`src/rtl/bicubic_tap_sequencer_if.sv`:
```
// Pixel stream, tap/table bus and output stream between the window fetch,
// the shared bicubic weight tables and the output pixel writer.
interface bicubic_tap_sequencer_if #(
  parameter int DW = 8,
  parameter int SW = 15
);
  logic [DW-1:0] pix_in;
  logic          pix_valid;
  logic          pix_ready;
  logic [1:0]    h_phase;
  logic [1:0]    v_phase;
  logic [DW-1:0] tap_0;
  logic [DW-1:0] tap_1;
  logic [DW-1:0] tap_2;
  logic [DW-1:0] tap_3;
  logic [1:0]    tbl_sel;
  logic          tap_valid;
  logic [SW-1:0] weight_sum;
  logic [DW-1:0] out_pix;
  logic          out_valid;
  logic          out_ready;
  logic          busy;

  modport slave (
    input  pix_in, pix_valid, h_phase, v_phase, weight_sum, out_ready,
    output pix_ready, tap_0, tap_1, tap_2, tap_3, tbl_sel, tap_valid,
           out_pix, out_valid, busy
  );

  modport master (
    output pix_in, pix_valid, h_phase, v_phase, weight_sum, out_ready,
    input  pix_ready, tap_0, tap_1, tap_2, tap_3, tbl_sel, tap_valid,
           out_pix, out_valid, busy
  );
endinterface

```
`src/rtl/bicubic_tap_sequencer.sv`:
```
// Sequences a 4x4 window through the shared 4-tap weight tables: four
// horizontal row passes, one vertical pass, one output pixel per window.
//
// state | meaning
// IDLE  | waiting for p0, latches h/v phase with it
// LOAD  | collecting p1..p15
// HPASS | rows issued one per cycle, h[k] captured LAT cycles later
// VPASS | h[0..3] issued once, result captured LAT cycles later
// OUT   | out_pix held until out_ready
module bicubic_tap_sequencer #(
  parameter int DW   = 8,
  parameter int SW   = 15,
  parameter int FRAC = 7,
  parameter int LAT  = 1
) (
  input logic                    clk,
  input logic                    rst,
  bicubic_tap_sequencer_if.slave bus
);
  localparam logic [2:0] S_IDLE  = 3'd0;
  localparam logic [2:0] S_LOAD  = 3'd1;
  localparam logic [2:0] S_HPASS = 3'd2;
  localparam logic [2:0] S_VPASS = 3'd3;
  localparam logic [2:0] S_OUT   = 3'd4;

  localparam logic [3:0] LAT_C  = 4'(LAT);
  localparam logic [3:0] H_LAST = 4'(3 + LAT);
  localparam logic [SW:0] RND   = (SW+1)'(1) << (FRAC - 1);
  localparam logic [SW:0] PMAX  = (SW+1)'((1 << DW) - 1);

  // One extra bit so the rounding add can never wrap before the clamp.
  function automatic logic [DW-1:0] sat(input logic [SW-1:0] x);
    logic [SW:0] r;
    r = ({1'b0, x} + RND) >> FRAC;
    return (r > PMAX) ? {DW{1'b1}} : r[DW-1:0];
  endfunction

  logic [2:0]    state_q, state_d;
  logic [3:0]    cnt_q, cnt_d;
  logic [3:0]    cyc_q, cyc_d;
  logic [DW-1:0] pix_q [16];
  logic [DW-1:0] h_q [4];
  logic [1:0]    hph_q, vph_q;
  logic [DW-1:0] out_pix_q;
  logic          out_valid_q;

  logic          pix_ready;
  logic          pix_acc;
  logic [1:0]    hidx;
  logic [DW-1:0] tap_c [4];
  logic          tap_valid_c;
  logic [1:0]    tbl_sel_c;

  assign pix_ready = (state_q == S_IDLE) || (state_q == S_LOAD);
  assign pix_acc   = bus.pix_valid && pix_ready;
  assign hidx      = 2'(cyc_q - LAT_C);

  always_comb begin
    state_d = state_q;
    cnt_d   = cnt_q;
    cyc_d   = cyc_q;
    case (state_q)
      S_IDLE: begin
        if (pix_acc) begin
          state_d = S_LOAD;
          cnt_d   = 4'd1;
        end
      end
      S_LOAD: begin
        if (pix_acc) begin
          cnt_d = cnt_q + 4'd1;
          if (cnt_q == 4'd15) begin
            state_d = S_HPASS;
            cnt_d   = 4'd0;
            cyc_d   = 4'd0;
          end
        end
      end
      S_HPASS: begin
        cyc_d = cyc_q + 4'd1;
        if (cyc_q == H_LAST) begin
          state_d = S_VPASS;
          cyc_d   = 4'd0;
        end
      end
      S_VPASS: begin
        cyc_d = cyc_q + 4'd1;
        if (cyc_q == LAT_C) begin
          state_d = S_OUT;
          cyc_d   = 4'd0;
        end
      end
      S_OUT: begin
        if (bus.out_ready) state_d = S_IDLE;
      end
      default: state_d = S_IDLE;
    endcase
  end

  always_comb begin
    for (int j = 0; j < 4; j++) tap_c[j] = '0;
    tap_valid_c = 1'b0;
    tbl_sel_c   = 2'd0;
    case (state_q)
      S_HPASS: begin
        tbl_sel_c = hph_q;
        if (cyc_q < 4'd4) begin
          tap_valid_c = 1'b1;
          for (int j = 0; j < 4; j++) tap_c[j] = pix_q[{cyc_q[1:0], 2'(j)}];
        end
      end
      S_VPASS: begin
        tbl_sel_c = vph_q;
        if (cyc_q == 4'd0) begin
          tap_valid_c = 1'b1;
          for (int j = 0; j < 4; j++) tap_c[j] = h_q[j];
        end
      end
      default: ;
    endcase
  end

  always_ff @(posedge clk or negedge rst) begin
    if (!rst) begin
      state_q     <= S_IDLE;
      cnt_q       <= '0;
      cyc_q       <= '0;
      hph_q       <= '0;
      vph_q       <= '0;
      out_pix_q   <= '0;
      out_valid_q <= 1'b0;
      for (int i = 0; i < 16; i++) pix_q[i] <= '0;
      for (int i = 0; i < 4; i++) h_q[i] <= '0;
    end else begin
      state_q <= state_d;
      cnt_q   <= cnt_d;
      cyc_q   <= cyc_d;
      if (pix_acc) pix_q[cnt_q] <= bus.pix_in;
      if (state_q == S_IDLE && pix_acc) begin
        hph_q <= bus.h_phase;
        vph_q <= bus.v_phase;
      end
      if (state_q == S_HPASS && cyc_q >= LAT_C) h_q[hidx] <= sat(bus.weight_sum);
      if (state_q == S_VPASS && cyc_q == LAT_C) begin
        out_pix_q   <= sat(bus.weight_sum);
        out_valid_q <= 1'b1;
      end
      if (state_q == S_OUT && bus.out_ready) out_valid_q <= 1'b0;
    end
  end

  assign bus.pix_ready = pix_ready;
  assign bus.tap_0     = tap_c[0];
  assign bus.tap_1     = tap_c[1];
  assign bus.tap_2     = tap_c[2];
  assign bus.tap_3     = tap_c[3];
  assign bus.tap_valid = tap_valid_c;
  assign bus.tbl_sel   = tbl_sel_c;
  assign bus.out_pix   = out_pix_q;
  assign bus.out_valid = out_valid_q;
  assign bus.busy      = (state_q != S_IDLE);
endmodule

```
`src/flat_wrapper.sv`:
```
// flat-port wrapper written by rule: the top's interface ports become plain ports
module bicubic_tap_sequencer_flat 
#(
  parameter int DW   = 8,
  parameter int SW   = 15,
  parameter int FRAC = 7,
  parameter int LAT  = 1
)
  (clk, rst, bus_pix_in, bus_pix_valid, bus_h_phase, bus_v_phase, bus_weight_sum, bus_out_ready, bus_pix_ready, bus_tap_0, bus_tap_1, bus_tap_2, bus_tap_3, bus_tbl_sel, bus_tap_valid, bus_out_pix, bus_out_valid, bus_busy);
  bicubic_tap_sequencer_if #(.DW(DW), .SW(SW)) bus_i ();
  input logic clk;
  input logic rst;
  input wire logic [$bits(bus_i.pix_in)-1:0] bus_pix_in;
  input wire logic [$bits(bus_i.pix_valid)-1:0] bus_pix_valid;
  input wire logic [$bits(bus_i.h_phase)-1:0] bus_h_phase;
  input wire logic [$bits(bus_i.v_phase)-1:0] bus_v_phase;
  input wire logic [$bits(bus_i.weight_sum)-1:0] bus_weight_sum;
  input wire logic [$bits(bus_i.out_ready)-1:0] bus_out_ready;
  output wire logic [$bits(bus_i.pix_ready)-1:0] bus_pix_ready;
  output wire logic [$bits(bus_i.tap_0)-1:0] bus_tap_0;
  output wire logic [$bits(bus_i.tap_1)-1:0] bus_tap_1;
  output wire logic [$bits(bus_i.tap_2)-1:0] bus_tap_2;
  output wire logic [$bits(bus_i.tap_3)-1:0] bus_tap_3;
  output wire logic [$bits(bus_i.tbl_sel)-1:0] bus_tbl_sel;
  output wire logic [$bits(bus_i.tap_valid)-1:0] bus_tap_valid;
  output wire logic [$bits(bus_i.out_pix)-1:0] bus_out_pix;
  output wire logic [$bits(bus_i.out_valid)-1:0] bus_out_valid;
  output wire logic [$bits(bus_i.busy)-1:0] bus_busy;
  assign bus_i.pix_in = bus_pix_in;
  assign bus_i.pix_valid = bus_pix_valid;
  assign bus_i.h_phase = bus_h_phase;
  assign bus_i.v_phase = bus_v_phase;
  assign bus_i.weight_sum = bus_weight_sum;
  assign bus_i.out_ready = bus_out_ready;
  assign bus_pix_ready = bus_i.pix_ready;
  assign bus_tap_0 = bus_i.tap_0;
  assign bus_tap_1 = bus_i.tap_1;
  assign bus_tap_2 = bus_i.tap_2;
  assign bus_tap_3 = bus_i.tap_3;
  assign bus_tbl_sel = bus_i.tbl_sel;
  assign bus_tap_valid = bus_i.tap_valid;
  assign bus_out_pix = bus_i.out_pix;
  assign bus_out_valid = bus_i.out_valid;
  assign bus_busy = bus_i.busy;
  bicubic_tap_sequencer #(.DW(DW), .SW(SW), .FRAC(FRAC), .LAT(LAT)) u_core (.clk(clk), .rst(rst), .bus(bus_i));
endmodule
```
`config.mk`:
```
export PLATFORM = sky130hd
export DESIGN_NAME = bicubic_tap_sequencer_flat
export DESIGN_NICKNAME = d
export VERILOG_FILES = /design/src/rtl/bicubic_tap_sequencer_if.sv /design/src/rtl/bicubic_tap_sequencer.sv /design/src/flat_wrapper.sv
export SDC_FILE = /design/constraint.sdc
export NUM_CORES = 1
export LEC_CHECK = 0
export CAP_MARGIN = 30
export CORE_ASPECT_RATIO = 2
export CORE_MARGIN = 2
export CORE_UTILIZATION = 55
export DETAILED_ROUTE_END_ITERATION = 8
export PLACE_DENSITY_LB_ADDON = 0.12
export SYNTH_ARGS = -nofsm -noshare
export SYNTH_HDL_FRONTEND = slang
export SYNTH_SLANG_ARGS = --single-unit
```
`constraint.sdc`:
```
create_clock -name clk -period 3.7 [get_ports clk]
set_input_delay 0.555 -clock clk [delete_from_list [all_inputs] [get_ports clk]]
set_output_delay 0.555 -clock clk [all_outputs]
set_load 0.1 [all_outputs]
```
# After elaboration in Yosys (flattened, before gate mapping)
# Cells that the tools add are included.
[word_totals] register_bits=184 input_bits=31 out_inout_bits=46 elab_cells=122
[classes] addsub=4 n_lt_le_gt_ge=11 eq_ne=13 muxes=44 bitwise_logic=6 reduce_logical=17
[op_table] op="8-bit binary-select mux with 4-bit select" count=4
[op_table] op="128-bit bitwise mux" count=1
[op_table] op="8-bit 2-to-1 mux" count=11
[op_table] op="32-bit 2-to-1 mux" count=2
[op_table] op="32-bit case mux with 2 select lines" count=1
[op_table] op="32-bit bitwise mux" count=1
[op_table] op="8-bit demux with 4-bit select" count=1
[op_table] op="4-bit 2-to-1 mux" count=7
[op_table] op="5-bit greater-or-equal comparator (second input constant)" count=5
[op_table] op="4-bit inverter with 5-bit output" count=5
[op_table] op="3-bit 2-to-1 mux" count=6
[op_table] op="15-bit by 7-bit adder with 16-bit output (second input constant)" count=1
[op_table] op="8-bit demux with 2-bit select" count=1
[op_table] op="3-bit case mux with 5 select lines" count=1
[op_table] op="4-bit case mux with 3 select lines" count=1
[op_table] op="9-bit by 8-bit greater-than comparator with 1-bit output (second input constant)" count=1
[op_table] op="4-bit by 1-bit adder with 4-bit output (second input constant)" count=2
[op_table] op="2-bit by 1-bit != test with 1-bit output (second input constant)" count=4
[op_table] op="4-bit case mux with 2 select lines" count=1
[op_table] op="1-bit logical AND" count=7
[op_table] op="3-bit by 2-bit == test with 1-bit output (second input constant)" count=2
[op_table] op="3-bit AND reduction" count=2
[op_table] op="6-bit AND reduction" count=1
[op_table] op="3-bit nonzero test" count=2
[op_table] op="other kinds (20)" count=25

# Depth between registers and ports, before layout
# Gate-level depths: netlist of the first run.
[depth] word_depth=7 mapped_depth=8 mapped_depth_nobuf=6

# Least setup slack after synthesis of the first run
# No wires, ideal clock.
[synth_timing] path_kind="flip-flop to output port" start="reg u_core.cyc_q[0]" end="out bus_tap_1[1]" t_arrival_ns=2.756 required_ns=3.145 path_slack_ns=0.389 path_stages_with_launch=9 n_path_buf=3 path_cell_list="dfrtp_1 > clkbuf_1 > buf_2 > inv_1 > ha_1 > inv_1 > nor3_1 > clkbuf_1 > a22o_1"
[synth_via] elab_chain_cells=6 elab_cells_between_ends=9 cone_classes="order compare (1); mux (6); bitwise (1); reduce/logical (1)"
[synth_lines] item="start, declared" line="bicubic_tap_sequencer.sv:40" source="logic [3:0] cyc_q, cyc_d;"
[synth_lines] item="start signal, assigned" line="bicubic_tap_sequencer.sv:137" source="cyc_q <= cyc_d;"
[synth_lines] item="4-bit inverter with 5-bit output (not written as such)" line="bicubic_tap_sequencer.sv:109" source="for (int j = 0; j < 4; j++) tap_c[j] = pix_q[{cyc_q[1:0], 2'(j)}];"
[synth_lines] item="8-bit binary-select mux with 4-bit select" line="bicubic_tap_sequencer.sv:109"
[synth_lines] item="8-bit 2-to-1 mux (not written as such) (2 in a row)" line="bicubic_tap_sequencer.sv:109"
[synth_lines] item="32-bit 2-to-1 mux" line="bicubic_tap_sequencer.sv:107" source="if (cyc_q < 4'd4) begin"
[synth_lines] item="32-bit case mux with 2 select lines (*)" line="bicubic_tap_sequencer.sv:104" source="case (state_q)"
[synth_lines] item="end, declared" line="flat_wrapper.sv:21" source="output wire logic [$bits(bus_i.tap_1)-1:0] bus_tap_1;"
# Every way passes the cells marked *; elsewhere a longest branch is shown, timed or not. The select of a mux whose other input is x is not followed.

# Worst setup path in the final report of the first run
[layout_timing] start="reg u_core.state_q[1]" end="out bus_tap_3[7]"
[layout_via] elab_chain_cells=2 elab_cells_between_ends=3 cone_classes="eq/ne (2); mux (1)"
[layout_lines] item="start, declared" line="bicubic_tap_sequencer.sv:38" source="logic [2:0] state_q, state_d;"
[layout_lines] item="start signal, assigned" line="bicubic_tap_sequencer.sv:135" source="state_q <= state_d;"
[layout_lines] item="3-bit by 2-bit == test with 1-bit output" line="bicubic_tap_sequencer.sv:104"
[layout_lines] item="32-bit case mux with 2 select lines (*)" line="bicubic_tap_sequencer.sv:104"
[layout_lines] item="end, declared" line="flat_wrapper.sv:23" source="output wire logic [$bits(bus_i.tap_3)-1:0] bus_tap_3;"
# Every way passes the cells marked *; elsewhere a longest branch is shown, timed or not.

==> parameters.txt, run 1 <==
Parameter                              Value

Status
  Status ... completed

Placed design
  Cell area after placement ... 9900 µm²
  Final Wtd Congestion ... 0.854
  Number of input and output port buffers inserted ... 70
  Final HPWL DP ... 14.1 mm

Logic synthesis
  Number of unique standard cell types used by synthesis ... between 40 and 50
  Most used DFF post-synth ... dfrtp_1
  Register bit total from synthesis ... 184
  Syn nets ... 631
  Post-synthesis area per instance ... ~15 µm²
  Ys async rst share ... 100%
  Synthesized netlist cell count ... 589
  Sequential share of the synthesized area ... 53.2%
  Number of synthesized flops with an enable pin ... 0
  Netlist area before placement ... 8660 µm²
  Count of warnings emitted by yosys ... 0

CTS
  Number of buffers on the longest clock path ... 2
  Source-to-sink clock delay at the later pin of the worst-skew pair ... 430 ps
  Root Buffer Master ... clkbuf_16
  Count of H-tree levels built during CTS ... 4
  Clk slew on worst S/H paths ... 70 ps
  Clock buffer count from CTS ... 17
  Number of buffers inserted to repair setup after CTS ... 0
  Quantity of hold-fixing buffers added after cts ... 0
  Clock sink total ... ~180
  Number of gates given a new drive strength after cts ... 0
  Clock tree from TritonCTS ... yes

Global route
  Wire length of the first global-routing pass ... 32.9 mm
  Via count of the first global-routing pass ... slightly below 6000
  Overall Global Routing Usage ... 25.8%
  Number of antenna violations at the first check in global routing ... 0
  Maximum number of pins on one net before global-route repair ... 80
  Total gr overflow ... 0

STA
  Final Setup Violations ... 0
  Slew at the pin with the worst max-slew slack ... 983 ps
  Maximum operating frequency ... 0.326 GHz
  Final total negative setup slack ... 0 ps
  Post-route clock period utilization ... around 83%
  Clock tree skew after final layout ... around 9.5 ps
  Relative slew slack ... 34.2%
  Number of max-slew violations in the final report ... 0
  Unrepaired setup endpoints after global routing ... no
  Time the final worst path needs with I/O delays and setup ... 3070 ps
  Number of endpoints with negative hold slack in the final report ... 0

Critical path
  Dominant cell type by count on the critical path ... buf_12
  WP data arrival ... 2520 ps
  Cells along the critical path ... nand2b_4 -> nor3_2 -> buf_12 -> a22o_1 -> buf_12
  Start of the worst register-to-register path ... u_core.cyc_q[0]$_DFFE_PN0P_
  Category of the most critical setup path ... reg2out
  Largest stage delay on the critical path ... 700 ps
  Slowest stage cell on the critical path ... dfrtp_1
  Launch point of the critical path ... u_core.state_q[1]$_DFFE_PN0P_
  Top fanout value on the critical path ... 27
  Crit path max-delay family ... flip-flops
  Reg-to-reg critical path endpoint ... u_core.h_q[1]$_DFFE_PN0P_
  Worst path buffer plus inverter count ... 2
  Slack of the worst reg-to-reg path ... 1050 ps
  Number of cells on the worst reg-to-reg path ... 6
  Kind of end point of the critical path ... output port
  Kind of start point of the critical path ... flop
  Required time of the critical path ... ~3100 ps

Floorplanning
  Initial core utilization ... 56.3%
  Std cell rows ... 64
  Core area ... 15400 µm²
  Die H ... 181 µm
  Die area ... 16800 µm²
  Width of the die ... 92.7 µm
  # IOs ... 77

Power and ir drop
  Standby leakage power ... between 0.004 and 0.005 µW
  VDD IR-drop max ... 0.000425 V
  Pwr dens ... 869 nW/µm²

Finish
  Fill cell total of the finished layout ... 1096
  Post-route cell area ... 10500 µm²
  Share of cells above drive strength 1 ... between 40% and 50%
  Post-layout utilization of the core ... 68.1%
  Synth-to-Final Area Change ... 20.9%
  Final net count ... 697
  Number of antenna cells inserted ... 0

Detailed routing
  Drt first-iter violations ... 259
  Total DRC errors in the routed layout ... 0
  Drt via density ... 6.12
  DR WL/cell ... 23.2 µm
  Via count ... 5298
  Total wire length ... 20.1 mm
  Drt first pass iters ... 4
  Number of nets with antenna violations after routing ... 0

Run
  Number of max-cap violations ... 0

Min path
  HP Class ... in2async
## where the power goes
group / switching [µW] / internal, µW
sequential: 532 / 2940
clock: 818 / 948
combinational: 2060 / 1800
total: 3410 / 5690
## Yosys cell counts, types with 2 or more instances
master      n  area share [%]
a21oi_1     6            0.35
clkbuf_1   21            0.91
nand4_1     3            0.22
nand2_2     4            0.29
a31oi_1     2            0.14
nor4_2      2            0.29
nand2b_1    3            0.22
o22ai_1     2            0.14
and3_1      4            0.29
nor2_1     14            0.61
xnor2_1     2            0.20
nand2_1    20            0.87
mux2_1      6            0.78
a22o_1     33             3.3
dfrtp_1   184              53
mux2_2    162              21
inv_1       9            0.39
nand2_4     4            0.52
ha_1       11             1.6
nand2b_4    2            0.32
mux2i_1     3            0.35
nand3_1    10            0.58
nor3_1      3            0.17
mux2_4      8             1.4
buf_2       8            0.46
mux4_2     32             8.3
o21ai_0     6            0.35
o21bai_1    2            0.17
and4_1      3            0.30
## metal layers
layer / GRT usage, % / wire (µm)
met1: 30.6 / 7660
met2: 46.5 / 11200
met3: 3.78 / 634
met4: 10.4 / 616
met5: 0 / 0
## flip-flops by register name (all words and copies together), names as in the netlist
name and flops:
u_core.hph_q 2, u_core.cnt_q 4, u_core.cyc_q 4, u_core.state_q 3, u_core.h_q 32, u_core.bus.out_pix 8
u_core.vph_q 2, u_core.bus.out_valid 1, u_core.pix_q 128
## stage by stage
stage | worst slack (ps) | power, µW | hold WS, ps | cells
2_1_floorplan | 389 | 6240 | 259 | 589
3_3_place_gp | 1040 | 7130 | 469 | 834
3_5_place_dp | 999 | 7360 | 480 | 834
4_1_cts | 607 | 9140 | 159 | 865
5_1_grt | 456 | 9560 | 179 | 865
6_report | 628 | 9100 | 115 | 865
## worst max-delay path by stage
stage	endpoint	slack (ps)	depth (start not counted)
2_1_floorplan	bus_tap_1[1]	390	8
3_3_place_gp	u_core.pix_q[2]$_DFFE_PN0P_	1040	5
3_5_place_dp	u_core.h_q[1]$_DFFE_PN0P_	1000	6
4_1_cts	bus_tap_1[4]	610	4
5_1_grt	bus_tap_1[5]	460	5
6_report	bus_tap_3[7]	630	5
## cell type report
type | instances | area [µm²] | area share (%)
Sequential cell | 184 | 4610 | 44.0
Multi-Input combinational cell | 365 | 3900 | 37.3
Timing Repair Buffer | 78 | 1110 | 10.6
Clock buffer | 18 | 429 | 4.10
Tap cell | 198 | 248 | 2.37
Clock inverter | 13 | 139 | 1.33
Inverter | 9 | 33.8 | 0.323
## placed cells by master (no fill, tap or decap), types with 10 or more instances in the layout
cell type        instances
a22o_1                  33
mux2_2                 162
clkdlybuf4s50_1         33
dfrtp_1                183
nor2_1                  14
buf_12                  35
mux4_2                  32
clkbuf_16               17
ha_1                    11
nand3_1                 10
nand2_1                 20
## kinds of logic (layout without fill, tap and decap cells)
| kind of cell | Yosys count | in the layout | share of synthesized area, % |
|---|---|---|---|
| muxes | 211 | 211 | 31.9 |
| DFF | 184 | 184 | 53.2 |
| and+or+nand+nor | 80 | 80 | 5.64 |
| AOI/OAI and AO/OA | 60 | 60 | 5.45 |
| buffers and inverters | 40 | 118 | 1.94 |
| adders and majority gates | 11 | 11 | 1.59 |
| xor gates and xnor gates | 3 | 3 | 0.304 |
Power figures use the tool's default switching activity.
==> run 2: changes to the inputs <==
--- a/config.mk
+++ b/config.mk
@@ -8,7 +8,7 @@
 export CAP_MARGIN = 30
 export CORE_ASPECT_RATIO = 2
 export CORE_MARGIN = 2
-export CORE_UTILIZATION = 55
+export CORE_UTILIZATION = 52
 export DETAILED_ROUTE_END_ITERATION = 8
 export PLACE_DENSITY_LB_ADDON = 0.12
 export SYNTH_ARGS = -nofsm -noshare
==> constraint.sdc (replaced) <==
create_clock -name clk -period 2.8 [get_ports clk]
set_input_delay 0.42 -clock clk [delete_from_list [all_inputs] [get_ports clk]]
set_output_delay 0.42 -clock clk [all_outputs]
set_load 0.1 [all_outputs]
==> run 2 against run 1 <==
- the run now ends with negative hold slack left
- die area rose by 5.6%
- clock skew rose by 1.2 ps
- flip-flop and latch count did not move
- cell count rose by 1.3%
- worst hold slack got worse by 130 ps
- global-route usage fell by 1.6 points
- critical path depth rose by 1
- first-iteration DRC count fell by 13%
- setup slack got worse by 540 ps
- clock power rose by 44%
- sequential power rose by 33%
- critical path type unchanged
==> parameters.txt, run 2 (synthesis gave the netlist of run 1 again) <==
Parameter                              Value

Min path
  HP Class ... in2async

Detailed routing
  Total DRC errors in the routed layout ... 0
  Via count ... approximately 5300
  DR WL/cell ... 23.3 µm
  Total wire length ... 20.4 mm
  Number of nets with antenna violations after routing ... 0
  Drt via density ... about 6
  Drt first pass iters ... 4
  Drt first-iter violations ... 226

Floorplanning
  Die H ... 186 µm
  Width of the die ... 95.2 µm
  Std cell rows ... 66
  Die area ... ~18000 µm²
  # IOs ... 77
  Initial core utilization ... 53.2%
  Core area ... 16300 µm²

Critical path
  Category of the most critical setup path ... reg2out
  Kind of start point of the critical path ... flop
  Worst path buffer plus inverter count ... 2
  Kind of end point of the critical path ... output port
  Largest stage delay on the critical path ... 480 ps
  Cells along the critical path ... nor2_2 -> nand2_1 -> nor3_4 -> clkbuf_16 -> a22o_2 -> buf_12
  Top fanout value on the critical path ... 17
  Crit path max-delay family ... simple AND/OR/NAND/NOR gates
  Slowest stage cell on the critical path ... dfrtp_1
  WP data arrival ... 2290 ps
  Number of cells on the worst reg-to-reg path ... 6
  Crit. path cell count ... 6
  Required time of the critical path ... roughly 2400 ps

STA
  Post-route clock period utilization ... 96.8%
  Final Setup Violations ... 0
  Number of max-slew violations in the final report ... 0
  Time the final worst path needs with I/O delays and setup ... 2710 ps
  Final total negative setup slack ... 0 ps
  Number of endpoints with negative hold slack in the final report ... 7
  Clock tree skew after final layout ... approximately 11 ps
  Maximum operating frequency ... 0.369 GHz
  Hold slack final ... -18.2 ps
  Relative slew slack ... 54.2%
  Slew at the pin with the worst max-slew slack ... 686 ps
  Unrepaired setup endpoints after global routing ... no

Finish
  Commonest non-fill, non-tap cells in the layout ... dfrtp_1, mux2_2, buf_12, mux4_2, clkdlybuf4s50_1
  Reg with most FFs ... u_core.pix_q
  Synth-to-Final Area Change ... 24.1%
  Max FFs per register ... 128
  Share of cells above drive strength 1 ... 51.8%
  Final net count ... roughly 700
  Most common cell after layout, fill and taps aside ... dfrtp_1
  Post-route cell area ... 10700 µm²
  Number of antenna cells inserted ... 0

CTS
  Source-to-sink clock delay at the later pin of the worst-skew pair ... 430 ps
  Clk slew on worst S/H paths ... 70 ps
  Count of H-tree levels built during CTS ... 4
  Number of buffers on the longest clock path ... 2
  Quantity of hold-fixing buffers added after cts ... 0
  Clock sink total ... 184
  Root Buffer Master ... clkbuf_16
  Clock tree from TritonCTS ... yes
  Clock buffer count from CTS ... 17

Global route
  Number of antenna violations at the first check in global routing ... 0
  Maximum number of pins on one net before global-route repair ... 68
  Wire length of the first global-routing pass ... 31.9 mm
  Via count of the first global-routing pass ... slightly below 6000
  Overall Global Routing Usage ... between 20% and 30%
  Total gr overflow ... 0

Run
  Number of max-cap violations ... 0

Placed design
  Final Wtd Congestion ... 0.865
  Final HPWL DP ... 14.3 mm
  Cell area after placement ... about 10000 µm²
  Number of input and output port buffers inserted ... 70

Status
  Status ... finished with violations
  Failing checks ... negative hold slack

Power and ir drop
  Standby leakage power ... 0.00476 µW
  Pwr dens ... 1150 nW/µm²
  VDD IR-drop max ... about 0.00047 V
==> run 2: path summary, 6_finish.rpt <==
check / start / endpoint / slack, ps
setup / recovery: u_core.cyc_q[2]$_DFFE_PN0P_ / bus_tap_3[2] / 90
hold / removal: rst / u_core.hph_q[1]$_DFFE_PN0P_ / -20
setup reg to reg: u_core.cyc_q[0]$_DFFE_PN0P_ / u_core.h_q[28]$_DFFE_PN0P_ / 390
hold reg to reg: u_core.pix_q[83]$_DFFE_PN0P_ / u_core.pix_q[83]$_DFFE_PN0P_ / 500
max in group asynchronous: rst / u_core.pix_q[10]$_DFFE_PN0P_ / 1980
min in group clk: u_core.pix_q[83]$_DFFE_PN0P_ / u_core.pix_q[83]$_DFFE_PN0P_ / 500
==> run 2: area by class of cell <==
| cell class | count | area [µm²] |
|---|---|---|
| clock inverter | 14 | 196 |
| timing repair buffer | 82 | 1160 |
| multi-input combinational | 365 | 4060 |
| sequential | 184 | 4610 |
| tap | 204 | 255 |
| fill | 1128 | 5530 |
| inverter | 9 | 33.8 |
| clock buffer | 18 | 429 |
==> run 2: report_power, final <==
| group | internal (µW) | total [µW] | switching, µW | leakage (µW) |
|---|---|---|---|---|
| logic | 2460 | 5220 | 2770 | 0.00218 |
| registers | 3880 | 4620 | 733 | 0.00227 |
| clock network | 1500 | 2540 | 1030 | 0.000309 |
| total | 7840 | 12400 | 4530 | 0.00476 |
==> run 2: metal layers <==
| metal | vias to the layer above | global-route usage (%) | share of wire, % |
|---|---|---|---|
| met5 | - | 0 | 0 |
| met4 | 0 | 11.7 | 3.3 |
| met3 | 36 | 4.60 | 3.4 |
| met2 | 132 | 40.9 | 55 |
| met1 | 2809 | 29.0 | 38 |
| li1 | 2342 | - | - |
==> run 2: metrics by stage <==
stage / utilization [%] / total power [µW] / std cells / setup slack [ps]
2_1_floorplan: - / 8360 / 589 / -87.9
3_3_place_gp: 62.0 / 9590 / 843 / 368
3_5_place_dp: 62.0 / 9880 / 843 / 277
4_1_cts: 65.8 / 12400 / 875 / 25.0
5_1_grt: 66.0 / 13000 / 876 / 8.14
6_report: 66.0 / 12400 / 876 / 88.3
==> run 2: timing repair <==
| action | in CTS | in global routing |
|---|---|---|
| resized for setup | 0 | 6 |
| setup buffers | 0 | 0 |
| endpoints found under the setup margin | 0 | 18 |
==> run 3: changes to the inputs <==
--- a/config.mk
+++ b/config.mk
@@ -5,10 +5,10 @@
 export SDC_FILE = /design/constraint.sdc
 export NUM_CORES = 1
 export LEC_CHECK = 0
-export CAP_MARGIN = 30
-export CORE_ASPECT_RATIO = 2
+export CAP_MARGIN = 20
+export CORE_ASPECT_RATIO = 1.4
 export CORE_MARGIN = 2
-export CORE_UTILIZATION = 52
+export CORE_UTILIZATION = 55
 export DETAILED_ROUTE_END_ITERATION = 8
 export PLACE_DENSITY_LB_ADDON = 0.12
 export SYNTH_ARGS = -nofsm -noshare
==> constraint.sdc (replaced) <==
create_clock -name clk -period 3.3 [get_ports clk]
set_input_delay 0.495 -clock clk [delete_from_list [all_inputs] [get_ports clk]]
set_output_delay 0.495 -clock clk [all_outputs]
set_load 0.1 [all_outputs]
==> run 3 against run 2 <==
- the run now ends clean
- combinational power decreased by 17%
- flip-flop and latch count unchanged
- non-clock buffer count decreased by 3
- global-route usage increased by 0.27 points
- sequential power decreased by 15%
- first-iteration DRC count increased by 96%
- critical path depth increased by 1
- worst hold slack improved by 93 ps
- design area decreased by 2.1%
- critical endpoint unchanged
==> parameters.txt, run 3 (synthesis gave the netlist of run 1 again) <==
Parameter                              Value

Floorplanning
  Std cell rows ... 54
  # IOs ... 77
  Initial core utilization ... ~56%
  Core area ... 15500 µm²
  Die area ... roughly 17000 µm²
  Width of the die ... between 100 and 150 µm
  Die H ... 152 µm

Placed design
  Final HPWL DP ... 13.7 mm
  Cell area after placement ... roughly 10000 µm²
  Number of cells in the design after placement ... 833
  Number of input and output port buffers inserted ... 70
  Final Wtd Congestion ... ~0.83

STA
  Maximum operating frequency ... 0.325 GHz
  Number of max-slew violations in the final report ... 0
  Final Setup Violations ... 0
  Post-route clock period utilization ... 93.4%
  Unrepaired setup endpoints after global routing ... no
  Final total negative setup slack ... 0 ps
  Hold slack final ... 75.2 ps
  Time the final worst path needs with I/O delays and setup ... 3080 ps
  Number of endpoints with negative hold slack in the final report ... 0
  Relative slew slack ... 34.4%
  Clock tree skew after final layout ... approximately 11 ps
  Slew at the pin with the worst max-slew slack ... 981 ps

Critical path
  Reg-to-reg critical path endpoint ... u_core.h_q[1]$_DFFE_PN0P_
  Slack of the worst reg-to-reg path ... 1120 ps
  WP data arrival ... 2590 ps
  Kind of start point of the critical path ... flop
  Required time of the critical path ... 2800 ps
  Kind of end point of the critical path ... output port
  Top fanout value on the critical path ... 28
  Category of the most critical setup path ... reg2out
  Setup crit end ... bus_tap_3[2]
  Launch point of the critical path ... u_core.cyc_q[0]$_DFFE_PN0P_
  Number of cells on the worst reg-to-reg path ... 4
  Start of the worst register-to-register path ... u_core.state_q[1]$_DFFE_PN0P_

Global route
  Via count of the first global-routing pass ... 5687
  Number of antenna violations at the first check in global routing ... 0
  Maximum number of pins on one net before global-route repair ... 72
  Total gr overflow ... 0
  Overall Global Routing Usage ... 24.5%
  Wire length of the first global-routing pass ... 30.8 mm

Finish
  Post-layout utilization of the core ... between 60 and 70%
  Most common cell after layout, fill and taps aside ... dfrtp_1
  Share of cells above drive strength 1 ... 45.1%
  Fill cell total of the finished layout ... 1067
  Commonest non-fill, non-tap cells in the layout ... dfrtp_1, mux2_2, buf_12, a22o_1
  Synth-to-Final Area Change ... 21.5%
  Final net count ... 698
  Final instance count without filler cells ... approximately 870
  Reg with most FFs ... u_core.pix_q
  Post-route cell area ... 10500 µm²
  Max FFs per register ... 128
  Number of antenna cells inserted ... 0

Run
  Number of max-cap violations ... 0

Detailed routing
  Total wire length ... 19.3 mm
  Total DRC errors in the routed layout ... 0
  Number of nets with antenna violations after routing ... 0
  Drt first-iter violations ... 442
  Drt via density ... 6.14
  Drt first pass iters ... 4
  Via count ... 5310
  DR WL/cell ... 22.4 µm

Status
  Status ... completed

CTS
  Source-to-sink clock delay at the later pin of the worst-skew pair ... 430 ps
  Clock buffer count from CTS ... 17
  Clock sink total ... 184
  Number of buffers inserted to repair setup after CTS ... 0
  Quantity of hold-fixing buffers added after cts ... 0
  Root Buffer Master ... clkbuf_16
  Number of gates given a new drive strength after cts ... 0
  Count of H-tree levels built during CTS ... 4
  Clock tree from TritonCTS ... yes
  Clk slew on worst S/H paths ... 80 ps
  Number of buffers on the longest clock path ... 2

Power and ir drop
  Standby leakage power ... between 0.004 and 0.005 µW
  VDD IR-drop max ... around 0.00056 V
  Pwr dens ... 982 nW/µm²

Min path
  HP Class ... in2async
-- run 3: how the worst min path moves through the flow --
stage                                            start                           endpoint  cells after the start
final                                              rst        u_core.vph_q[0]$_DFFE_PN0P_                      1
after global routing                               rst        u_core.vph_q[0]$_DFFE_PN0P_                      1
after CTS                                          rst        u_core.vph_q[0]$_DFFE_PN0P_                      1
after detailed placement  u_core.pix_q[83]$_DFFE_PN0P_       u_core.pix_q[83]$_DFFE_PN0P_                      1
after global placement    u_core.pix_q[83]$_DFFE_PN0P_       u_core.pix_q[83]$_DFFE_PN0P_                      1
after floorplan                                    rst  u_core.bus.out_pix[0]$_DFFE_PN0P_                      0
-- run 3: metal layers --
| layer | vias to the layer above | GRT usage (%) | wire length (µm) |
|---|---|---|---|
| met2 | 156 | 40.1 | 10000 |
| met1 | 2781 | 32.5 | 7890 |
| met4 | 0 | 8.14 | 351 |
| met3 | 26 | 4.75 | 1050 |
| li1 | 2347 | - | - |
| met5 | - | 0 | 0 |
-- run 3: per-stage QoR --
stage | worst slack (ps) | power [µW]
finish | 219 | 10300
global route | 105 | 10800
detailed placement | 695 | 8280
global placement | 728 | 8050
CTS | 225 | 10400
floorplan | 48.6 | 7000
-- run 3: cell type report --
| type | count | area (µm²) | area share [%] |
|---|---|---|---|
| Timing Repair Buffer | 79 | 1130 | 10.7 |
| Sequential cell | 184 | 4610 | 43.8 |
| Inverter | 9 | 33.8 | 0.321 |
| Multi-Input combinational cell | 365 | 3900 | 37.1 |
| Clock inverter | 15 | 180 | 1.71 |
| Tap cell | 196 | 245 | 2.33 |
| Clock buffer | 17 | 425 | 4.04 |
-- run 3: critical path: stages (launching register included) --
cell     delay [ps]
dfrtp_2         470
inv_1           160
ha_1            260
inv_1            70
nor3_2          480
buf_12          250
a22o_1          240
buf_12          190
-- run 3: power breakdown --
part	switching (µW)	leakage, µW	internal, µW	total [µW]
registers	619	0.00227	3290	3910
clock network	941	0.000301	1150	2090
logic	2290	0.00204	2030	4330
